File: config.mk
export PLATFORM = sky130hd
export DESIGN_NAME = mem_slave
export DESIGN_NICKNAME = d
export VERILOG_FILES = /design/src/rtl/mem_slave.sv
export SDC_FILE = /design/constraint.sdc
export NUM_CORES = 1
export LEC_CHECK = 0
export ABC_AREA = 1
export CORE_MARGIN = 4
export CORE_UTILIZATION = 62
export DETAILED_ROUTE_END_ITERATION = 8
export GPL_TIMING_DRIVEN = 0
export PLACE_DENSITY = 0.8
export SLEW_MARGIN = 25
export SYNTH_ARGS = -nofsm -noshare
export SYNTH_HDL_FRONTEND = slang
export SYNTH_SLANG_ARGS = --single-unit
File: constraint.sdc
create_clock -name clk_i -period 2.55 [get_ports clk_i]
set_clock_uncertainty 0.15 [all_clocks]
set_input_delay 0.51 -clock clk_i [delete_from_list [all_inputs] [get_ports clk_i]]
set_output_delay 0.51 -clock clk_i [all_outputs]
set_load 0.01 [all_outputs]
File: src/rtl/mem_slave.sv
// mem_slave: single-port word memory behind a valid/ready request channel.
// Reads and writes share the channel; LATENCY busy cycles emulate a slow
// memory. With LATENCY=0 the target accepts one request every cycle.
module mem_slave #(
  parameter int WIDTH      = 16,
  parameter int ADDR_WIDTH = 4,
  parameter int LATENCY    = 2
) (
  input  logic                  clk_i,
  input  logic                  rst_ni,
  input  logic                  valid_i,
  input  logic                  wr_en_i,
  input  logic [ADDR_WIDTH-1:0] addr_i,
  input  logic [WIDTH-1:0]      wdata_i,
  output logic                  ready_o,
  output logic [WIDTH-1:0]      rdata_o
);

  localparam int DEPTH = 1 << ADDR_WIDTH;

  localparam logic [0:0] S_IDLE = 1'b0;
  localparam logic [0:0] S_BUSY = 1'b1;

  // Counter start value: BUSY lasts cnt+1 edges, so LATENCY-1 gives exactly
  // LATENCY cycles with ready low.
  localparam logic [3:0] LAT_M1 = (LATENCY > 0) ? 4'(LATENCY - 1) : 4'd0;

  logic [0:0]            state_q, state_d;
  logic [3:0]            cnt_q, cnt_d;
  logic                  ready_q, ready_d;
  logic [WIDTH-1:0]      rdata_q, rdata_d;
  logic [ADDR_WIDTH-1:0] addr_q, addr_d;
  logic                  wr_q, wr_d;

  logic [WIDTH-1:0]      mem_q [DEPTH];

  logic                  accept;
  logic                  mem_we;

  // A request is taken only when the target advertised ready before the edge.
  assign accept = valid_i && ready_q;
  assign mem_we = accept && wr_en_i;

  assign ready_o = ready_q;
  assign rdata_o = rdata_q;

  // Memory array: cleared by reset so reads after reset return zero; the
  // write lands on the accept edge, so a read accepted next cycle sees it.
  always_ff @(posedge clk_i or negedge rst_ni) begin
    if (!rst_ni) begin
      for (int i = 0; i < DEPTH; i++) begin
        mem_q[i] <= '0;
      end
    end else if (mem_we) begin
      mem_q[addr_i] <= wdata_i;
    end
  end

  // Next-state logic for the IDLE/BUSY handshake FSM and the read result.
  always_comb begin
    state_d = state_q;
    cnt_d   = cnt_q;
    ready_d = ready_q;
    rdata_d = rdata_q;
    addr_d  = addr_q;
    wr_d    = wr_q;
    case (state_q)
      S_IDLE: begin
        if (!ready_q) begin
          // First edge after reset release: open the channel.
          ready_d = 1'b1;
        end else if (valid_i) begin
          addr_d = addr_i;
          wr_d   = wr_en_i;
          if (LATENCY == 0) begin
            // Zero-latency: reads complete on the accept edge itself.
            if (!wr_en_i) begin
              rdata_d = mem_q[addr_i];
            end
          end else begin
            ready_d = 1'b0;
            cnt_d   = LAT_M1;
            state_d = S_BUSY;
          end
        end
      end
      S_BUSY: begin
        // Channel inputs are ignored here; only the captured request matters.
        if (cnt_q == 4'd0) begin
          state_d = S_IDLE;
          ready_d = 1'b1;
          if (!wr_q) begin
            rdata_d = mem_q[addr_q];
          end
        end else begin
          cnt_d = cnt_q - 4'd1;
        end
      end
      default: begin
        state_d = S_IDLE;
        ready_d = 1'b0;
      end
    endcase
  end

  // Control and output registers; reset drops any in-flight transaction.
  always_ff @(posedge clk_i or negedge rst_ni) begin
    if (!rst_ni) begin
      state_q <= S_IDLE;
      cnt_q   <= 4'd0;
      ready_q <= 1'b0;
      rdata_q <= '0;
      addr_q  <= '0;
      wr_q    <= 1'b0;
    end else begin
      state_q <= state_d;
      cnt_q   <= cnt_d;
      ready_q <= ready_d;
      rdata_q <= rdata_d;
      addr_q  <= addr_d;
      wr_q    <= wr_d;
    end
  end

  // Command fields must be known whenever a request is presented.
  a_no_x_cmd: assert property (@(posedge clk_i) disable iff (!rst_ni)
    valid_i |-> !$isunknown({wr_en_i, addr_i}));

  // Count accepted transactions.
  c_accept: cover property (@(posedge clk_i) disable iff (!rst_ni)
    valid_i && ready_q);

endmodule

==> reports/qor.yml, run 1 <==
drc_errors: 0
slew-limit-headroom_pct: 27.1
overflow: 0
num_vias: 12200
synth_mux_area_share_pct: 0
clockBufferDepth: 3
drv_slew: 0
multi_input_area_um2: 4920
synthXorXnorAreaFrac_pct: 0
portBuffers: 38
end_kind: "flip-flop"
io_pins: 41
synth_top_family_by_area: "simple AND/OR/NAND/NOR gates"
p_sw_share_pct: 39.2
worst_ep_required_time_ps: 2840
grt_max_degree: 96
dieWidth_um: 155
layout_common_cells: "nand2_1 (629), dfrtp_1 (283), o21ai_0 (279)"
die_h_um: 155
worst_pin_slew_ps: 1090
clk_pin_slew_ps: 60
fin_crit_sh_pct: 91.0
track_usage_pct: 34.7
fill_cells: 1722
dp_hpwl_mm: 28.4
gp_congestion: 1.05
post_cts_buffers: 0
rsz0062_at_grt: "no"
syn_area_um2: 13400
total_power_mw: 17.6
num-nets-final: 1878
postCtsHoldBufs: 1
synthAdderAreaFrac_pct: 0.187
areaGrowthSynthToFinish_pct: 13.8
crit_buf_inv: 4
power_frac_comb_pct: 37.3
power_frac_clock_pct: 25.6
syn_avg_cell_area_um2: 7.54
yosys_register_bits: 283
power.leakage_nw: 7.61
antenna_found_initial: 1
crit_path_max_incr_delay_ps: 610
dpl.cell_count: 2094
p_int_mw: 10.7
yosysSeqAreaShare_pct: 52.8
synth_area_leader_cell: "dfrtp_1"
drt-total-wl_mm: 40.7
insertion_delay_ps: 550
maxCapViolCount: 0
postSynthCellCount: 1778
rows: 53
clock-sinks: 283
synthDistinctLibCells: 21
crit_path_frequent_cell: "nand2_1"
initial_core_util_pct: 63.4
die_area_um2: 24100
grt_pass1_vias: 12000
ant_nets: 0
cp_max_fo: 10
p_per_area_nw_per_um2: 1150
min_path_type: "in2reg"
drtIter0Drc: 1393
h-tree-depth: 1
firstDrtPassIters: 7
crit_chain: "inv_1, ha_1, nand2_1, nor2_1, inv_1, nor3_2, inv_2, buf_2, nand2_1, nand2_1"
yosys.area_share.simple_pct: 25.9
cts_tree: "yes"
worst_slack_ps: 230
cts_buffers: 30
final_common_cell: "nand2_1"
syn_nets: 1804
drive_gt1_share_pct: 5.39
seqPwrFrac_pct: 37.1
finalCriticalPeriod_ps: 2320
finalSetupViolCount: 0
cp_data_arrival_time_ps: 2610
yosys_warnings: 0
post-place-ws_ps: -82.0
synth.area.top_cells: "dfrtp_1 (53%), nand2_1 (18%), o21ai_0 (10%)"
cts-resized-gates: 0
coreArea_um2: 21200
slowest_stage: "nor3_2"
max_freq_mhz: 431
vdd.ir_drop.worst_mv: 0.713
diodes: 0
fin_util_pct: 72.2
routed_via_density: 5.69
status: "completed"
hold_viol: 0
routedWlPerCell_um: 18.9
fin_tns_setup_ps: 0
register_area_um2: 7080
crit_type: "reg2reg"
layout.cells.non_filler: 2149
synth_top_area_share_pct: 52.8
power_switching_mw: 6.88
start_kind: "flip-flop"
synth_compound_area_share_pct: 10.5
critPathTopFamily: "simple AND/OR/NAND/NOR gates"
clockRootBuffer: "clkbuf_16"
grt_pass1_wl_mm: 64.8
## area by class of cell
class	instances	area share, %
buffer	121	3.36
clock buffer	45	5.95
clock inverter	9	0.803
inverter	241	5.92
multi-input combinational	1133	32.2
sequential	283	46.4
tap	275	2.25
timing repair buffer	42	3.13
## state kept, by name, indices dropped and copies added (netlist names)
| name | count |
|---|---|
| rdata_o | 16 |
| wr_q | 1 |
| mem_q | 256 |
| addr_q | 4 |
| ready_o | 1 |
| state_q | 1 |
| cnt_q | 4 |
## metal layers
layer / GRT usage [%] / wire (um)
met1: 46.8 / 16300
met2: 54.2 / 18500
met3: 8.87 / 4110
met4: 14.1 / 1800
met5: 0 / 0
## worst min-delay path, stage by stage
cell	delay, ps
buf_2	170
nand2_1	80
o21ai_0	70
## per-stage QoR
step	hold WS (ps)	instance area (um^2)
after floorplan	64.4	13400
final	180	15300
after detailed placement	297	14200
after global routing	177	15300
after CTS	159	15300
after global placement	315	14100
## power by group through the flow
stage	combinational, mW	clock (mW)	sequential [mW]
2_1_floorplan	4.15	0	6.44
3_3_place_gp	6.19	0	6.52
3_5_place_dp	6.36	0	6.55
4_1_cts	6.42	4.52	6.50
5_1_grt	7.32	4.73	6.66
6_report	6.54	4.50	6.52
## synthesized netlist by cell type
library cell and instances:
nor3b_1 1, buf_4 2, o21ai_0 279, nor3_1 1, nand3_1 197, inv_2 3
o22ai_1 1, nand2_1 629, a21oi_1 1, nor2_1 12, clkbuf_1 67, nand4_1 6
inv_1 237, clkinv_1 1, dfrtp_1 283, buf_1 12, o21ai_1 1, buf_2 40
nor3_4 1, nor3_2 2, ha_1 2
## cells by family after synthesis
logic type                 Yosys count
and+or+nand+nor                    849
buffers and inverters              362
DFF                                283
AOI/OAI and AO/OA                  282
adders and majority gates            2
## path summary, 6_finish.rpt
| path | start | endpoint | slack [ps] | cells after the start |
|---|---|---|---|---|
| worst max-delay path | cnt_q[0] | rdata_o[11] | 230 | 10 |
| worst min-delay path | addr_i[1] | addr_q[1] | 180 | 3 |
| worst max register to register | cnt_q[0] | rdata_o[11] | 230 | 10 |
| worst min register to register | mem_q[105] | mem_q[105] | 330 | 2 |
| max in group asynchronous | rst_ni | mem_q[151] | 820 | 4 |
| min in group asynchronous | rst_ni | mem_q[10] | 310 | 2 |
Note: power is estimated with default switching activity, not from simulation.
==> inputs of run 2 (changes only) <==
--- a/config.mk
+++ b/config.mk
@@ -6,11 +6,13 @@
 export NUM_CORES = 1
 export LEC_CHECK = 0
 export ABC_AREA = 1
+export CAP_MARGIN = 20
 export CORE_MARGIN = 4
-export CORE_UTILIZATION = 62
+export CORE_UTILIZATION = 66
 export DETAILED_ROUTE_END_ITERATION = 8
 export GPL_TIMING_DRIVEN = 0
-export PLACE_DENSITY = 0.8
+export PLACE_DENSITY = 0.85
+export REMOVE_ABC_BUFFERS = 1
 export SLEW_MARGIN = 25
 export SYNTH_ARGS = -nofsm -noshare
 export SYNTH_HDL_FRONTEND = slang
==> constraint.sdc (replaced) <==
create_clock -name clk_i -period 3 [get_ports clk_i]
set_clock_uncertainty 0.15 [all_clocks]
set_input_delay 0.6 -clock clk_i [delete_from_list [all_inputs] [get_ports clk_i]]
set_output_delay 0.6 -clock clk_i [all_outputs]
set_load 0.01 [all_outputs]
==> run 2 against run 1 <==
- the run now ends with negative setup slack left
- cell count down 5.1%
- sequential share of layout area up 0.53 points
- worst setup slack worse by 240 ps
- register-to-register slack worse by 240 ps
- routed wire length down 15%
- cell area down 1.0%
- count of clock-buffer cells in the layout unchanged
- via count down 4.3%
==> reports/qor.yml, run 2 (synthesis results as in run 1) <==
drt-total-wl_mm: 34.8
num-nets-final: 1779
cts_buffers: 29
rows: 51
slew-limit-headroom_pct: 30.6
diodes: 0
vdd.ir_drop.worst_mv: 0.637
hold_viol: 0
cts-resized-gates: 0
num_vias: 11700
io_pins: 41
drc_errors: 0
grt_max_degree: 97
largest_reg_flops: 256
max_freq_mhz: 332
clockRootBuffer: "clkbuf_16"
dp_hpwl_mm: 20.0
finalCriticalPeriod_ps: 3010
insertion_delay_ps: 540
cp_data_arrival_time_ps: 3290
areaGrowthSynthToFinish_pct: 12.7
power.leakage_nw: 7.52
status: "finished, violations left"
routed_via_density: 5.73
min_path_type: "reg2reg"
r2r_slack_ps: -10
gp_congestion: 0.794
dieWidth_um: 151
h-tree-depth: 1
ant_nets: 0
rsz0062_at_grt: "no"
final_common_cell: "nand2_1"
fin_crit_sh_pct: 100
finalSetupViolCount: 3
fill_cells: 1381
clk_pin_slew_ps: 60
layout_common_cells: "nand2_1 (623), dfrtp_1 (280), o21ai_0 (279)"
antenna_found_initial: 0
clock-sinks: 283
cts_tree: "yes"
drv_slew: 0
start_kind: "flip-flop"
total_power_mw: 14.4
maxCapViolCount: 0
p_per_area_nw_per_um2: 950
hold_slack_ps: 334
largest_register: "mem_q"
grt_pass1_wl_mm: 57.3
worst_slack_ps: -12.5
routedWlPerCell_um: 17.0
clockBufferDepth: 3
die_h_um: 151
coreArea_um2: 19700
overflow: 0
drtIter0Drc: 1164
initial_core_util_pct: 68.0
die_area_um2: 22700
firstDrtPassIters: 6
end_kind: "flip-flop"
portBuffers: 40
crit_type: "reg2reg"
post_cts_buffers: 0
grt_pass1_vias: 11500
drive_gt1_share_pct: 5.07
worst_pin_slew_ps: 1040
track_usage_pct: 31.9
cp_max_fo: 17
worst_ep_required_time_ps: 3280
violations: "negative setup slack"
[run 2: changes by cell type in the layout (fill, tap and decap cells not counted), moves of 8 or more]
| cell | change |
|---|---|
| buf_6 | +8 |
| clkbuf_1 | -63 |
| buf_2 | -40 |
| buf_1 | -12 |
[run 2: worst paths after layout]
path / start / to / cells after the start
setup / recovery: addr_q[3] / rdata_o[8] / 5
hold reg to reg: mem_q[64] / mem_q[64] / 2
setup reg to reg: addr_q[3] / rdata_o[8] / 5
max in group asynchronous: rst_ni / rdata_o[8] / 4
hold / removal: mem_q[64] / mem_q[64] / 2
min in group asynchronous: rst_ni / mem_q[225] / 2
[run 2: per-stage QoR]
stage | worst slack (ps) | std cells | utilization, % | instance area, um^2 | setup TNS (ps)
floorplan | -1650 | 1657 | - | 12900 | -27780
global placement | -10740 | 1962 | 69.1 | 13600 | -3209820
detailed placement | -158 | 1986 | 71.8 | 14100 | -4010
CTS | 161 | 2040 | 76.6 | 15100 | 0
global route | 7.11 | 2040 | 76.7 | 15100 | 0
finish | -12.5 | 2040 | 76.7 | 15100 | -33.3
[run 2: area by class of cell]
| class | instances | area (um^2) | area share (%) |
|---|---|---|---|
| Sequential cell | 283 | 7090 | 46.9 |
| Timing Repair Buffer | 65 | 868 | 5.75 |
| Inverter | 241 | 912 | 6.03 |
| Multi-Input combinational cell | 1133 | 4960 | 32.8 |
| Tap cell | 265 | 332 | 2.19 |
| Clock inverter | 8 | 96.3 | 0.637 |
| Clock buffer | 45 | 856 | 5.66 |
[run 2: layer usage]
layer / global-route usage, % / routed length (um) / part of all wire [%] / vias up
met4: 14.4 / 1460 / 4.2 / 0
met2: 53.0 / 16800 / 48 / 551
met5: 0 / 0 / 0 / -
met1: 42.4 / 13600 / 39 / 5540
met3: 3.91 / 2920 / 8.4 / 132
li1: - / - / - / 5473
[run 2: timing repair]
action | in CTS | in global routing
endpoints found under the hold margin | 60 | 0
endpoints found under the setup margin | 0 | 0
hold buffers | 1 | 0
[run 2: where the power goes]
group / internal, mW / switching, mW / leakage, nW
registers: 4.95 / 0.861 / 3.68
logic: 1.87 / 3.08 / 3.37
clock network: 2.13 / 1.47 / 0.472
[run 2: critical path, cell delays in order (launching register included)]
cell	delay [ps]
dfrtp_1	1030
clkinv_1	1100
nand3_1	390
nand2_1	110
nand2_1	70
nand2_1	40
